File: src/rtl/calc_entry_fsm.sv
// calc_entry_fsm: two-operand calculator entry sequencer with edge-detected buttons
module calc_entry_fsm #(
  parameter int WIDTH = 8
) (
  input  logic               clk,
  input  logic               reset,
  input  logic [WIDTH-1:0]   sw,
  input  logic               btn_enter,
  input  logic               btn_op,
  input  logic               btn_clear,
  output logic [1:0]         opcode,
  output logic [1:0]         state,
  output logic [WIDTH-1:0]   op_a,
  output logic [WIDTH-1:0]   op_b,
  output logic [2*WIDTH-1:0] result,
  output logic               valid,
  output logic               neg,
  output logic [2*WIDTH-1:0] disp_val
);
  typedef enum logic [1:0] {LOAD_A = 2'b00, LOAD_B = 2'b01, RESULT = 2'b10, BAD = 2'b11} state_t;
  state_t st, st_n;
  logic enter_d, op_d, clear_d;
  logic ev_enter, ev_op, ev_clear;
  logic [1:0] opcode_n;
  logic [WIDTH-1:0] a_n, b_n;
  logic [2*WIDTH-1:0] res_n, ax, bx, calc;
  logic valid_n, neg_n;
  assign ev_enter = btn_enter & ~enter_d;
  assign ev_op = btn_op & ~op_d;
  assign ev_clear = btn_clear & ~clear_d;
  assign ax = {{WIDTH{1'b0}}, op_a};
  assign bx = {{WIDTH{1'b0}}, sw};
  assign calc = opcode == 2'b00 ? ax + bx :
                opcode == 2'b01 ? ax - bx :
                opcode == 2'b10 ? ax * bx : ax & bx;
  assign state = st;
  assign disp_val = st == RESULT ? result : bx;
  // history resets high so a button held through reset needs a fresh press
  always_ff @(posedge clk or posedge reset) begin
    if (reset) begin
      st <= LOAD_A;
      opcode <= 2'b00;
      op_a <= '0;
      op_b <= '0;
      result <= '0;
      valid <= 1'b0;
      neg <= 1'b0;
      enter_d <= 1'b1;
      op_d <= 1'b1;
      clear_d <= 1'b1;
    end else begin
      st <= st_n;
      opcode <= opcode_n;
      op_a <= a_n;
      op_b <= b_n;
      result <= res_n;
      valid <= valid_n;
      neg <= neg_n;
      enter_d <= btn_enter;
      op_d <= btn_op;
      clear_d <= btn_clear;
    end
  end
  always_comb begin
    st_n = st;
    opcode_n = opcode;
    a_n = op_a;
    b_n = op_b;
    res_n = result;
    valid_n = valid;
    neg_n = neg;
    if (ev_clear) begin
      st_n = LOAD_A;
      a_n = '0;
      b_n = '0;
      res_n = '0;
      valid_n = 1'b0;
      neg_n = 1'b0;
    end else begin
      case (st)
        LOAD_A: begin
          if (ev_enter) begin
            a_n = sw;
            st_n = LOAD_B;
          end else if (ev_op) opcode_n = opcode + 2'd1;
        end
        LOAD_B: begin
          if (ev_enter) begin
            b_n = sw;
            res_n = calc;
            neg_n = opcode == 2'b01 && op_a < sw;
            valid_n = 1'b1;
            st_n = RESULT;
          end else if (ev_op) opcode_n = opcode + 2'd1;
        end
        RESULT: begin
          if (ev_enter) begin
            st_n = LOAD_A;
            valid_n = 1'b0;
          end
        end
        default: st_n = LOAD_A;
      endcase
    end
  end
endmodule

File: config.mk
export PLATFORM = sky130hd
export DESIGN_NAME = calc_entry_fsm
export DESIGN_NICKNAME = d
export VERILOG_FILES = /design/src/rtl/calc_entry_fsm.sv
export SDC_FILE = /design/constraint.sdc
export NUM_CORES = 1
export LEC_CHECK = 0
export CAP_MARGIN = 20
export CORE_UTILIZATION = 60
export CTS_CLUSTER_DIAMETER = 150
export CTS_CLUSTER_SIZE = 10
export DETAILED_ROUTE_END_ITERATION = 12
export PLACE_DENSITY = 0.87
export SLEW_MARGIN = 20
export SYNTH_ARGS = -nofsm -noshare
export SYNTH_HDL_FRONTEND = slang
export SYNTH_SLANG_ARGS = --single-unit
File: constraint.sdc
create_clock -name clk -period 8.7 [get_ports clk]
set_input_delay 1.305 -clock clk [delete_from_list [all_inputs] [get_ports clk]]
set_output_delay 1.305 -clock clk [all_outputs]
set_load 0.02 [all_outputs]
==> impl_results.md <==
* Run status: complete, no violations
* Syn Inst Count at 546
* Starting Density at 0.616
* Setup repair after global routing missed its margin: no
* Pwr Density at 200 nW/µm²
* Setup crit start kind: input pin
* Mapped Area at between 4000 and 5000 µm²
* GR Overflow Total at 0
* Largest family of logic cells by synthesized area: adder cells
* CTS H-tree depth at 2
* Slew HR at 0.432
* Final period utilization at 0.705
* Uppermost routed layer: met4
* Area growth, synth to finish at 17.6%
* CP max FO at 10
* F_max at 0.163 GHz
* Final Setup Violations at 0
* Clock skew at 0.00607 ns
* Biggest area consumer among synthesized cells: dfrtp_1
* Routability cong. at 0.937
* Post-Syn Nets at about 650
* Fin Hold WS at ~0.52 ns
* Share of layout cells above drive strength 1 at 0.0413
* DP HPWL at between 9 and 10 mm
* Kind of critical path: input pin to register
* GRT Total Usage at 0.333
* Clk sinks at 41
* Largest net degree at the start of global routing at 42
* Num ports at 67
* Final Hold Fails at 0
* DR pass1 iterations at 5
* FF+latch count, synth at about 40
* Met2 WL post-DR at 6.34 mm
* Hold Path Depth at 2
* Vias in the first global route at between 4,000 and 5,000
* Post-route setup TNS at 0 ns
* Met3 wire length at 806 µm
* Latest clock arrival within the worst-skew pair at 0.30 ns
* CTS Hold Buffers Added at 0
* Post-synthesis sequential area ratio at 0.217
* Unique masters post-synth at 57
* Initial antenna violation count at 0
* Global-route wire length before repair at 21.3 mm
* Via/cell ratio at 5.97
* CTS Buf Count at 5
* Complex-gate fraction of the synthesized area at 0.177
* Worst slew pin tran at about 0.85 ns
* Port Buffers at 66
* Routed WL at 13.1 mm
* Placed cells at 699
* Clock transition at the registers of the reported paths at 0.10 ns
* Worst setup EP type: register
* Critical path data arrival time at approximately 6.3 ns
* Core area at around 7700 µm²
* Fin nets at a little over 700
* Row cnt at 32
* CP required at 8.90 ns
* Cts repair resizes at 0
* Synth Area in XOR/XNOR at 0.0296
* Post-synthesis mux area share at 0.0108
* CTS tree: yes
* Antenna-violating nets left at 0
* Clk buf depth at 2
* Dominant synthesized flop cell: dfrtp_1
* Syn Area/Cell at 8.67 µm²
* Die ar. at 8250 µm²
* Peak supply drop at approximately 0.10 mV
* Tmin final at 6.13 ns
* Yosys warning total at 0
* Synth Area in Simple Gates at 0.184
* Post-Synth Adder-Cell Area at 0.309
* Yosys top cell area share at 0.201
* Chip height at ~91 µm
* Number of cells on the worst reg-to-reg path at 15
* Max Cap Viol at 0
* Final number of max-transition violations at 0
* Post-synth EDFFs at 0
* Root buffer cell: clkbuf_8
* Routed length per instance at between 15 and 20 µm
* Ant diodes at 0
* DRC at 0
* P_leak at 0.00266 µW
* Initial drt markers at 262
* Post-Layout Cell Count at 707
* DRT met1 WL at 5.62 mm
* Hold crit path type: register to register
* Async set-reset flop share out of synthesis at 1.00
* Die X at 90.8 µm
* Synth top area cells: dfrtp_1 20%, fa_1 16%, ha_1 15%
* Setup Fix Bufs, Post-CTS at 0
* Vias at between 4,000 and 5,000
==> report_power, final <==
part	leakage, µW	internal (µW)	switching, µW
Combinational	0.00207	284	417
Clock	0.0000447	58.2	81.9
Sequential	0.000545	225	48.1
==> worst max-delay path, stage by stage <==
cell and delay, ns:
clkdlybuf4s50_1 0.70, ha_1 0.46, fa_1 0.48, fa_1 0.50, fa_1 0.49, inv_1 0.05, fa_1 0.53, inv_1 0.04
ha_1 0.34, and3_1 0.20, a221oi_2 0.38, a21oi_2 0.15, a221oi_2 0.29, xnor2_1 0.09, a221o_1 0.31
==> flip-flops by register name, indices dropped and copies added (netlist names) <==
signal and flops:
clear_d 1, enter_d 1, neg 1, op_a 8, op_b 8, op_d 1, opcode 2, result 16
state 2, valid 1
==> layer usage <==
layer / up-vias / GRT usage
met5: - / 0
met4: 0 / 0.106
met3: 21 / 0.0412
met2: 183 / 0.564
met1: 2073 / 0.444
li1: 1941 / -
==> synth_stat cells, types with 2 or more instances <==
| cell type | n |
|---|---|
| nand3_1 | 3 |
| a221o_1 | 6 |
| nor3_1 | 10 |
| a21oi_1 | 40 |
| mux2i_1 | 4 |
| nand3b_1 | 3 |
| fa_1 | 38 |
| o211ai_1 | 5 |
| inv_1 | 70 |
| xor2_1 | 6 |
| o21ai_0 | 25 |
| nand2b_1 | 6 |
| clkbuf_1 | 15 |
| dfstp_2 | 3 |
| ha_1 | 56 |
| nor2b_1 | 3 |
| o311ai_0 | 2 |
| o21bai_1 | 2 |
| nor2_1 | 27 |
| a221oi_2 | 2 |
| and2_1 | 51 |
| a31oi_1 | 6 |
| a211oi_1 | 8 |
| xnor2_1 | 10 |
| dfrtp_1 | 38 |
| nand2_1 | 67 |
| a21o_1 | 9 |
| a211o_1 | 2 |
==> area by class of cell <==
cell class / count / area (µm²)
Sequential cell: 41 / 1030
Tap cell: 102 / 128
Inverter: 71 / 267
Fill cell: 619 / 2120
Clock buffer: 5 / 68.8
Timing Repair Buffer: 69 / 683
Clock inverter: 3 / 25.0
Multi-Input combinational cell: 416 / 3370
==> worst paths after layout <==
path	startpoint	to	slack (ns)
max in group asynchronous	reset	result[4]	6.88
worst min-delay path	result[5]	result[5]	0.52
worst min register to register	result[5]	result[5]	0.52
min in group asynchronous	reset	op_b[6]	1.43
worst max register to register	op_a[1]	result[14]	3.69
worst max-delay path	sw[3]	result[14]	2.57
==> stage by stage <==
stage	setup WS, ns	cell area (µm²)	total power (µW)	util
2_1_floorplan	3.12	4740	740	-
3_3_place_gp	2.47	5470	945	0.712
3_5_place_dp	2.25	5470	967	0.712
4_1_cts	2.57	5570	1110	0.724
5_1_grt	2.32	5570	1190	0.724
6_report	2.57	5570	1110	0.724
==> kinds of logic (layout without fill, tap and decap cells) <==
logic type / count (synthesis) / in the layout
AO/OA/AOI/OAI: 124 / 124
adder cells (fa/ha/maj): 94 / 94
XOR/XNOR: 16 / 16
buffers and inverters: 89 / 148
multiplexers: 5 / 5
AND/OR/NAND/NOR: 177 / 177
flip-flops: 41 / 41
==> cells in the final DEF, fill, tap and decap left out, types with 10 or more instances in the layout <==
master / count
nor3_1: 10
o21ai_0: 25
nand2_1: 67
dfrtp_1: 38
nor2_1: 26
fa_1: 38
inv_1: 70
clkdlybuf4s50_1: 66
and2_1: 51
xnor2_1: 10
ha_1: 56
a21oi_1: 40
(Power assumes the default switching activity.)
